### src/rtl/dmem_pkg.sv
// Shared types and constants for the multi-cycle data-memory responder.
// Also holds the access-legality check used when a request is accepted.
package dmem_pkg;

    localparam int WORD_W = 32;
    localparam int CNT_W  = 4;

    typedef enum logic [1:0] {
        IDLE = 2'd0,
        WAIT = 2'd1,
        DONE = 2'd2
    } state_e;

    // Illegal = conflicting read/write, misaligned byte address, or word index past the array.
    function automatic logic access_illegal(
        input logic              rd,
        input logic              wr,
        input logic [WORD_W-1:0] addr,
        input int unsigned       depth_words
    );
        logic [WORD_W-1:0] word_idx;
        word_idx = {2'b00, addr[WORD_W-1:2]};
        return (rd & wr) | (addr[1:0] != 2'b00) | (word_idx >= depth_words);
    endfunction

endpackage

### src/rtl/wait_counter.sv
// Wait-state down-counter: loadable, decrements toward zero, flags zero.
// Saturates at zero so a stray decrement cannot wrap.
module wait_counter
    import dmem_pkg::*;
(
    input  logic             clk,
    input  logic             rst_n,
    input  logic             load,
    input  logic [CNT_W-1:0] load_val,
    input  logic             dec,
    output logic             zero
);

    logic [CNT_W-1:0] count_r;

    // Count register: load has priority over decrement.
    always_ff @(posedge clk or negedge rst_n) begin
        if (!rst_n) begin
            count_r <= {CNT_W{1'b0}};
        end else if (load) begin
            count_r <= load_val;
        end else if (dec && (count_r != {CNT_W{1'b0}})) begin
            count_r <= count_r - {{(CNT_W-1){1'b0}}, 1'b1};
        end else begin
            count_r <= count_r;
        end
    end

    assign zero = (count_r == {CNT_W{1'b0}});

endmodule

### src/rtl/data_memory_responder.sv
// Multi-cycle data memory for the MEM stage: one word load/store at a time,
// LATENCY stall cycles, then a one-cycle ready (and err on illegal access).
module data_memory_responder
    import dmem_pkg::*;
#(
    parameter int DEPTH_WORDS = 32,
    parameter int LATENCY     = 2
) (
    input  logic              clk_i,
    input  logic              rst_i,
    input  logic              MemRead_i,
    input  logic              MemWrite_i,
    input  logic [WORD_W-1:0] addr_i,
    input  logic [WORD_W-1:0] data_i,
    output logic [WORD_W-1:0] data_o,
    output logic              stall_o,
    output logic              ready_o,
    output logic              err_o
);

    localparam int               IDX_W       = $clog2(DEPTH_WORDS);
    localparam logic             SINGLE_WAIT = (LATENCY == 1) ? 1'b1 : 1'b0;
    localparam logic [CNT_W-1:0] CNT_LOAD    = (LATENCY > 1) ? CNT_W'(LATENCY - 2) : {CNT_W{1'b0}};

    state_e              state_r;
    logic                rd_r;
    logic                wr_r;
    logic [IDX_W-1:0]    idx_r;
    logic [WORD_W-1:0]   wdata_r;
    logic                illegal_r;
    logic [WORD_W-1:0]   mem_r [DEPTH_WORDS];

    logic                req_s;
    logic                illegal_s;
    logic                stall_s;
    logic                cnt_load_s;
    logic                cnt_dec_s;
    logic                cnt_zero_s;
    logic                done_entry_s;
    logic                acc_rd_s;
    logic                acc_wr_s;
    logic [IDX_W-1:0]    acc_idx_s;
    logic [WORD_W-1:0]   acc_data_s;
    logic                acc_illegal_s;

    wait_counter u_wait_counter (
        .clk      (clk_i),
        .rst_n    (rst_i),
        .load     (cnt_load_s),
        .load_val (CNT_LOAD),
        .dec      (cnt_dec_s),
        .zero     (cnt_zero_s)
    );

    // Next-step decode; with LATENCY=1 the DONE-entry edge comes straight from IDLE,
    // so the access fields are taken from the live inputs there and from the latch otherwise.
    always_comb begin
        req_s        = MemRead_i | MemWrite_i;
        illegal_s    = access_illegal(MemRead_i, MemWrite_i, addr_i, DEPTH_WORDS);
        stall_s      = 1'b0;
        cnt_load_s   = 1'b0;
        cnt_dec_s    = 1'b0;
        done_entry_s = 1'b0;
        case (state_r)
            IDLE: begin
                stall_s      = req_s;
                cnt_load_s   = req_s & ~SINGLE_WAIT;
                done_entry_s = req_s & SINGLE_WAIT;
            end
            WAIT: begin
                stall_s      = 1'b1;
                cnt_dec_s    = ~cnt_zero_s;
                done_entry_s = cnt_zero_s;
            end
            DONE: begin
                stall_s      = 1'b0;
            end
            default: begin
                stall_s      = 1'b0;
            end
        endcase
        done_entry_s = done_entry_s & rst_i;
        if (state_r == IDLE) begin
            acc_rd_s      = MemRead_i;
            acc_wr_s      = MemWrite_i;
            acc_idx_s     = addr_i[IDX_W+1:2];
            acc_data_s    = data_i;
            acc_illegal_s = illegal_s;
        end else begin
            acc_rd_s      = rd_r;
            acc_wr_s      = wr_r;
            acc_idx_s     = idx_r;
            acc_data_s    = wdata_r;
            acc_illegal_s = illegal_r;
        end
    end

    assign stall_o = stall_s & rst_i;

    // FSM, request latch and registered completion outputs.
    always_ff @(posedge clk_i or negedge rst_i) begin
        if (!rst_i) begin
            state_r   <= IDLE;
            rd_r      <= 1'b0;
            wr_r      <= 1'b0;
            idx_r     <= {IDX_W{1'b0}};
            wdata_r   <= {WORD_W{1'b0}};
            illegal_r <= 1'b0;
            data_o    <= {WORD_W{1'b0}};
            ready_o   <= 1'b0;
            err_o     <= 1'b0;
        end else begin
            ready_o <= done_entry_s;
            err_o   <= done_entry_s & acc_illegal_s;
            if (done_entry_s && acc_illegal_s) begin
                data_o <= {WORD_W{1'b0}};
            end else if (done_entry_s && acc_rd_s) begin
                data_o <= mem_r[acc_idx_s];
            end else begin
                data_o <= data_o;
            end
            case (state_r)
                IDLE: begin
                    if (req_s) begin
                        rd_r      <= MemRead_i;
                        wr_r      <= MemWrite_i;
                        idx_r     <= addr_i[IDX_W+1:2];
                        wdata_r   <= data_i;
                        illegal_r <= illegal_s;
                        state_r   <= SINGLE_WAIT ? DONE : WAIT;
                    end
                end
                WAIT: begin
                    if (cnt_zero_s) begin
                        state_r <= DONE;
                    end
                end
                DONE: begin
                    state_r <= IDLE;
                end
                default: begin
                    state_r <= IDLE;
                end
            endcase
        end
    end

    // Backing array is deliberately unreset; only a legal store on the DONE-entry edge writes it.
    always_ff @(posedge clk_i) begin
        if (done_entry_s && acc_wr_s && !acc_illegal_s) begin
            mem_r[acc_idx_s] <= acc_data_s;
        end
    end

endmodule

### config.mk
export PLATFORM = sky130hd
export DESIGN_NAME = data_memory_responder
export DESIGN_NICKNAME = d
export VERILOG_FILES = /design/src/rtl/dmem_pkg.sv /design/src/rtl/wait_counter.sv /design/src/rtl/data_memory_responder.sv
export SDC_FILE = /design/constraint.sdc
export NUM_CORES = 1
export LEC_CHECK = 0
export BUFFER_PORTS_ARGS = -buffer_cell sky130_fd_sc_hd__buf_2
export CORE_MARGIN = 2
export CORE_UTILIZATION = 40
export DETAILED_ROUTE_END_ITERATION = 10
export PLACE_DENSITY = 0.62
export SLEW_MARGIN = 20
export SYNTH_ARGS = -nofsm -noshare
export SYNTH_HDL_FRONTEND = slang
export SYNTH_SLANG_ARGS = --single-unit
### constraint.sdc
create_clock -name clk_i -period 4.82 [get_ports clk_i]
set_clock_uncertainty 0.15 [all_clocks]
set_input_delay 0.964 -clock clk_i [delete_from_list [all_inputs] [get_ports clk_i]]
set_output_delay 0.964 -clock clk_i [all_outputs]
set_load 0.01 [all_outputs]
==> results of run 1 <==
-- stage by stage --
step	area, µm²	setup slack [ns]	power [mW]	hold WS, ns
final	49850	0.9017	32.93	0.3217
after global routing	49850	0.7567	34.25	0.3354
after CTS	49830	0.9769	33.05	0.3015
after detailed placement	46370	0.8248	24.86	0.3121
after global placement	46360	0.9450	24.70	0.3074
after floorplan	43410	0.2233	20.21	0.2955
-- power groups by stage --
stage / Sequential (mW) / Combinational [mW] / Clock (mW)
2_1_floorplan: 13.1 / 7.09 / 0
3_3_place_gp: 13.3 / 11.4 / 0
3_5_place_dp: 13.3 / 11.6 / 0
4_1_cts: 13.1 / 11.6 / 8.36
5_1_grt: 13.1 / 12.4 / 8.72
6_report: 13.1 / 11.6 / 8.26
-- cell type report --
type / count / area, µm²
Clock buffer: 137 / 2948
Inverter: 7 / 26.28
Timing Repair Buffer: 234 / 1779
Multi-Input combinational cell: 1681 / 10070
Clock inverter: 69 / 510.5
Fill cell: 9218 / 57510
Antenna cell: 1 / 2.502
Sequential cell: 1104 / 32750
Tap cell: 1403 / 1755
-- worst min path at each step --
stage                start     endpoint  slack (ns)  cells past startpoint
2_1_floorplan   wdata_r[0]   wdata_r[0]        0.30                      2
3_3_place_gp   wdata_r[12]  wdata_r[12]        0.31                      2
3_5_place_dp    data_o[20]   data_o[20]        0.31                      2
4_1_cts          data_i[7]   wdata_r[7]        0.30                      3
5_1_grt          data_i[8]   wdata_r[8]        0.34                      3
6_report       wdata_r[15]  wdata_r[15]        0.32                      2
-- layer usage --
| metal | global-route usage (%) | wire length (µm) | vias up | part of all wire [%] |
|---|---|---|---|---|
| li1 | - | - | 11540 | - |
| met4 | 7.789 | 4342 | 0 | 3.5 |
| met5 | 0 | 0 | - | 0 |
| met1 | 30.10 | 50290 | 13560 | 41 |
| met3 | 3.157 | 9051 | 232 | 7.3 |
| met2 | 36.30 | 59980 | 1171 | 49 |
-- cell usage in the layout, fill, tap and decap left out, types with 60 or more instances in the layout --
master     count
a31oi_1       60
a32oi_1       78
buf_2        101
buf_4        111
clkbuf_16    113
dfrtp_1       80
edfxtp_1    1024
mux2i_1       88
nand2_1      859
nand3_1      181
-- cells by family after synthesis --
group	Yosys count	share of synthesized area [%]
simple gates	1240	11.99
fa+ha+maj	1	0.02882
compound gates	297	5.511
flops	1104	75.45
mux	141	4.733
buf+inv	185	2.248
xor+xnor	2	0.04036
-- registers in the layout, indices dropped and copies added, names as in the netlist --
register                cells
data_o                     32
rd_r                        1
wr_r                        1
state_r                     2
illegal_r                   1
err_o                       1
wdata_r                    32
mem_r                    1024
idx_r                       5
u_wait_counter.count_r      4
ready_o                     1
-- worst reg2reg max path: cells and delay by family (launching register included) --
family	cells	cell delay [ns]
flip-flops	1	0.65
buffers and inverters	2	0.90
multiplexers	1	0.79
AO/OA/AOI/OAI	4	0.56
AND/OR/NAND/NOR	2	0.74
==> metrics.md, run 1 <==
| Metric | Value |
|---|---|
| Initial antenna violation count | `1` |
| Synth top area cells | `edfxtp_1, nand2_1, dfrtp_1, mux4_2, nand3_1` |
| Clock sink total | `1104` |
| Core area | `107400 µm²` |
| Flop2flop setup slack | `0.90 ns` |
| Relative slew slack | `26.97%` |
| RePlAce Congestion | `0.8656` |
| Tightest Pin Transition | `1.091 ns` |
| Net switching power | `12.36 mW` |
| GR Overflow Total | `0` |
| Yosys reg bits | `1104` |
| Clk pwr share | `25.1%` |
| Setup crit end | `data_o[28]` |
| Final Hold Violating Endpoints | `0` |
| Final Setup Violations | `0` |
| Initial DRC Count | `3120` |
| Top Ports | `103` |
| Crit. End Element | `flop` |
| CTS tree | `built` |
| FF-to-FF path depth | `9` |
| CP Launch Type | `flop` |
| PwrDens | `660.5 nW/µm²` |
| Vias in the first global route | `25.94k` |
| Critical path buffers and inverters | `2` |
| Reg power frac | `39.7%` |
| Initial Utilization | `40.43%` |
| Maximum VDD drop | `0.0004885 V` |
| # port buffers | `102` |
| CP max stage delay | `0.78 ns` |
| Outcome | `complete, no violations` |
| Reg2Reg Capture Point | `data_o[28]` |
| Cell count after synthesis | `2970` |
| Mapped Area | `43410 µm²` |
| Area Overhead vs Synth | `14.84%` |
| Top-count cell post-synth | `edfxtp_1` |
| Die width | `333.4 µm` |
| Pin count of the biggest net entering global routing | `103` |
| Combinational power share | `35.2%` |
| Main synth FF type | `edfxtp_1` |
| Total CTS buffers | `111` |
| CP required | `5.22 ns` |
| Chain of cells forming the critical path | `or2_2 -> mux2i_4 -> buf_4 -> and2_0 -> buf_4 -> a32oi_1 -> o221ai_1 -> a2111oi_0 -> a22o_1` |
| Number of synthesis warnings | `0` |
| TritonRoute pass-1 iters | `6` |
| H-Tree Depth | `3` |
| Pleak | `17.10 nW` |
| Max_cap viols | `0` |
| DP HPWL | `73.24 mm` |
| Cell mode on critical path | `buf_4` |
| Post-DR wirelength/cell | `26.67 µm` |
| Tmin final | `3.918 ns` |
| Total die area | `111200 µm²` |
| Post-synth top area share | `70.84%` |
| Clk root buf | `clkbuf_16` |
| Switch share | `37.54%` |
| Commonest cells post-synth | `edfxtp_1, nand2_1, nand3_1` |
| Post-synth EDFFs | `1024` |
| Internal power | `20.57 mW` |
| Dpl cells | `4429` |
| FFs w/ async S/R, synth | `7.246%` |
| # rows | `120` |
| Hold Path Class | `flop to flop` |
| Fin crit share | `81.29%` |
| R2r startpoint | `state_r[1]` |
| CTS Hold Buffers Added | `0` |
| Final Util | `46.43%` |
| Sequential fraction of the synthesis area | `75.45%` |
| Netlist cell types | `69` |
| Vias post-DR | `26.50k` |
| CP Depth | `9` |
| Post-synth top area cell | `edfxtp_1` |
| Layout cells sized above 1 | `16.24%` |
| CP max FO | `32` |
| CP delay by family, top | `buffers and inverters` |
| Slowest CP cell | `mux2i_4` |
| WL final | `123.7 mm` |
| Syn_nets | `3039` |
| Total track usage | `22.09%` |
| Layout Nets | `3208` |
| RSZ-0062 raised after global routing | `no` |
| # DRC | `0` |
| Critical path class | `flop to flop` |
| Setup bufs post-CTS | `0` |
| Clk_lat worst skew | `0.69 ns` |
| Longest Clk Path Bufs | `3` |
| Routed vias/inst | `5.716` |
| Global-route wire length before repair | `180.3 mm` |
| Final slew viol count | `0` |
| Post_cts resized | `0` |
| Synth Area per Inst | `14.62 µm²` |
| Setup total negative slack | `0 ns` |
| WP data arrival | `4.32 ns` |
| Reg clk slew, reported paths | `0.06 ns` |
| Crit. Startpoint | `state_r[1]` |
| Final non-filler cell total | `4636` |
| FMAX | `255.2 MHz` |
| Die Ht | `333.4 µm` |
| Post-route ant nets | `0` |
Power figures use the tool's default switching activity.
==> run 2, diff against run 1 <==
- ABC_AREA: unset -> 1
- clock period: 4.82 -> 3.9 ns (I/O delays scaled with it)
==> run 2 against run 1 <==
Clock power is 34% higher. Highest routed layer is now met5. Via count is 36% higher. Non-clock buffer count is 46 higher. Largest cell class unchanged. Critical endpoint is now stall_o. Count of clock-buffer cells in the layout is 11 higher.
==> metrics.md, run 2 <==
| Metric | Value |
|---|---|
| Mux share of post-synthesis cell area | `0% (was 4.733%)` |
| Mapped Area | `50380 µm² (was 43410 µm²)` |
| Biggest register | `mem_r (unchanged)` |
| Layout cells sized above 1 | `9.642% (was 16.24%)` |
| GR Overflow Total | `0 (unchanged)` |
| Total die area | `128800 µm² (was 111200 µm²)` |
| Syn_nets | `5531 (was 3039)` |
| Tmin final | `3.542 ns` |
| Met3 usage | `2.968% (was 3.157%)` |
| Clk root buf | `clkbuf_16 (unchanged)` |
| Design Area, Final | `58320 µm² (was 49850 µm²)` |
| Top Ports | `103 (unchanged)` |
| Final slew viol count | `0 (unchanged)` |
| Netlist cell types | `31 (was 69)` |
| Placed inst area | `54400 µm² (was 46370 µm²)` |
| PwrDens | `806.4 nW/µm² (was 660.5 nW/µm²)` |
| Final worst slack | `0.3576 ns (was 0.9017 ns)` |
| CTS tree | `built (unchanged)` |
| CP Launch Type | `flop (unchanged)` |
| H-Tree Depth | `3 (unchanged)` |
| Most frequent cells in the layout | `nand2_1, edfxtp_1, inv_1 (was edfxtp_1, nand2_1, nand3_1)` |
| Routed vias/inst | `4.892 (was 5.716)` |
| Post-DR wirelength/cell | `19.54 µm (was 26.67 µm)` |
| Outcome | `complete, no violations (unchanged)` |
| Number of synthesis warnings | `0 (unchanged)` |
| Post-route ant nets | `0 (unchanged)` |
| Critical path class | `flop to output port (was flop to flop)` |
| FFs w/ async S/R, synth | `7.246% (unchanged)` |
| Commonest cells post-synth | `nand2_1, edfxtp_1, inv_1 (was edfxtp_1, nand2_1, nand3_1)` |
| CP max FO | `36 (was 32)` |
| Cell count after synthesis | `5462 (was 2970)` |
| Total CTS buffers | `114 (was 111)` |
| Hold path startpoint | `data_i[28] (was wdata_r[15])` |
| Synth Area in Compound Gates | `0.9064% (was 5.511%)` |
| Global-route wire length before repair | `214.2 mm (was 180.3 mm)` |
| Clock sink total | `1104 (unchanged)` |
| Final Setup Violations | `0 (unchanged)` |
| Min-Delay Path Depth | `3 (was 2)` |
| Longest Clk Path Bufs | `3 (unchanged)` |
| Pleak | `27.54 nW (was 17.10 nW)` |
| GR peak layer | `met2 (unchanged)` |
| Fin crit share | `90.83%` |
| Total track usage | `22.03% (was 22.09%)` |
| Clk_lat worst skew | `0.72 ns (was 0.69 ns)` |
| GRT met1 Usage | `30.63% (was 30.10%)` |
| Sequential fraction of the synthesis area | `65.00% (was 75.45%)` |
| WP data arrival | `2.61 ns (was 4.32 ns)` |
| Pin count of the biggest net entering global routing | `121 (was 103)` |
| Initial DRC Count | `3761 (was 3120)` |
| Post_cts resized | `0 (unchanged)` |
| Vias post-DR | `35.93k (was 26.50k)` |
| Reg clk slew, reported paths | `0.06 ns (about the same)` |
| Largest family of logic cells by synthesized area | `simple AND/OR/NAND/NOR gates (unchanged)` |
| Die Ht | `358.9 µm (was 333.4 µm)` |
| Dpl ws | `0.5865 ns (was 0.8248 ns)` |
| Hold worst-path end | `wdata_r[28] (was wdata_r[15])` |
| Yosys reg bits | `1104 (unchanged)` |
| Initial Utilization | `40.23% (was 40.43%)` |
| Main synth FF type | `edfxtp_1 (unchanged)` |
| Simple-gate share of the synthesized area | `24.46% (was 11.99%)` |
| Diode count | `0 (was 1)` |
| RSZ-0062 raised after global routing | `no (unchanged)` |
| Biggest regs | `mem_r: 1024 flops, data_o: 32 flops, wdata_r: 32 flops (unchanged)` |
| Die width | `358.9 µm (was 333.4 µm)` |
| Max_cap viols | `0 (unchanged)` |
| Hold Path Class | `input pin to flop (was flop to flop)` |
| Reg2Reg Capture Point | `mem_r[18][13] (was data_o[28])` |
| TritonRoute pass-1 iters | `6 (unchanged)` |
| Synth Area per Inst | `9.225 µm² (was 14.62 µm²)` |
| CP required | `2.97 ns (was 5.22 ns)` |
| CTS Hold Buffers Added | `1 (was 0)` |
| Synth Area in XOR/XNOR | `0% (was 0.04035%)` |
| FMAX | `282.3 MHz` |
| # DRC | `0 (unchanged)` |
| Final Hold Violating Endpoints | `0 (unchanged)` |
| Commonest non-fill, non-tap cell in the layout | `nand2_1 (was edfxtp_1)` |
| Relative slew slack | `26.27% (was 26.97%)` |
| Top-count cell post-synth | `nand2_1 (was edfxtp_1)` |
| M2 GR Usage | `35.62% (was 36.30%)` |
| Synth Area in Adders | `0.02483% (was 0.02882%)` |
| Post-synth EDFFs | `1024 (unchanged)` |
| # port buffers | `102 (unchanged)` |
| Crit. End Element | `output port (was flop)` |
| Initial antenna violation count | `6 (was 1)` |
| Layout Nets | `5667 (was 3208)` |
| Vias in the first global route | `33.70k (was 25.94k)` |
| Tightest Pin Transition | `1.102 ns (was 1.091 ns)` |
| Flop2flop setup slack | `0.76 ns (was 0.90 ns)` |
| Core area | `125200 µm² (was 107400 µm²)` |
| Post-synth top area cell | `edfxtp_1 (unchanged)` |
| Synth top area cells | `edfxtp_1, nand2_1, inv_1, dfrtp_1, nand3_1 (was edfxtp_1, nand2_1, dfrtp_1, mux4_2, nand3_1)` |
| R2r startpoint | `state_r[1] (unchanged)` |
| Setup bufs post-CTS | `0 (unchanged)` |
| DP HPWL | `89.17 mm (was 73.24 mm)` |
| WL final | `143.5 mm (was 123.7 mm)` |
| FF-to-FF path depth | `7 (was 9)` |
| Maximum VDD drop | `0.0005930 V (was 0.0004885 V)` |
| Setup total negative slack | `0 ns (unchanged)` |
| Area Overhead vs Synth | `15.74% (was 14.84%)` |
| Post-synth top area share | `61.03% (was 70.84%)` |
| Max FFs per register | `1024 (unchanged)` |
| # rows | `130 (was 120)` |
| RePlAce Congestion | `0.8532 (was 0.8656)` |
## run 2: layout make-up
type	count	area, µm²
Tap cell	1650	2064
Clock inverter	64	689.4
Clock buffer	148	3112
Fill cell	11570	66930
Timing Repair Buffer	280	2520
Inverter	980	3686
Sequential cell	1104	32750
Multi-Input combinational cell	3118	13490
## run 2: critical path, cell delays in order, from the launching register on
cell      delay [ns]
dfrtp_1         0.42
inv_2           0.06
nand2_4         0.29
buf_4           0.58
nor2_1          0.17
nor2_4          0.12
a21boi_0        0.09
buf_2           0.15
## run 2: routing by layer
metal | wire length (µm) | share of wire, %
met2 | 66440 | 46
met4 | 5036 | 3.5
met1 | 60430 | 42
met5 | 11 | 0.0077
met3 | 11620 | 8.1
## run 2: cell families after synthesis
group,Yosys count
simple gates,3031
buf+inv,1240
flops,1104
compound gates,86
fa+ha+maj,1
## run 2: report_power, final
part	internal, mW	leakage, nW	total [mW]	switching, mW
Combinational	5.05	15.4	20.3	15.3
Sequential	15.4	10.3	15.6	0.176
Clock	6.46	1.85	11.1	4.65
## run 2: worst max path at each step
stage | from | end | slack, ns | cells past startpoint
3_5_place_dp | addr_i[28] | mem_r[12][9] | 0.59 | 11
5_1_grt | state_r[1] | stall_o | 0.16 | 7
4_1_cts | state_r[1] | stall_o | 0.32 | 7
2_1_floorplan | addr_i[4] | mem_r[24][0] | 0.21 | 8
6_report | state_r[1] | stall_o | 0.36 | 7
3_3_place_gp | addr_i[28] | mem_r[12][11] | 0.57 | 11
## run 2: stage by stage
step	utilization, %	cells	hold slack [ns]	total power [mW]
3_5_place_dp	43.43	7127	0.3107	35.87
2_1_floorplan	-	5462	0.2835	27.29
3_3_place_gp	43.43	7127	0.3070	35.70
5_1_grt	46.56	7344	0.1365	49.38
6_report	46.56	7344	0.1500	47.02
4_1_cts	46.47	7340	0.1212	46.94
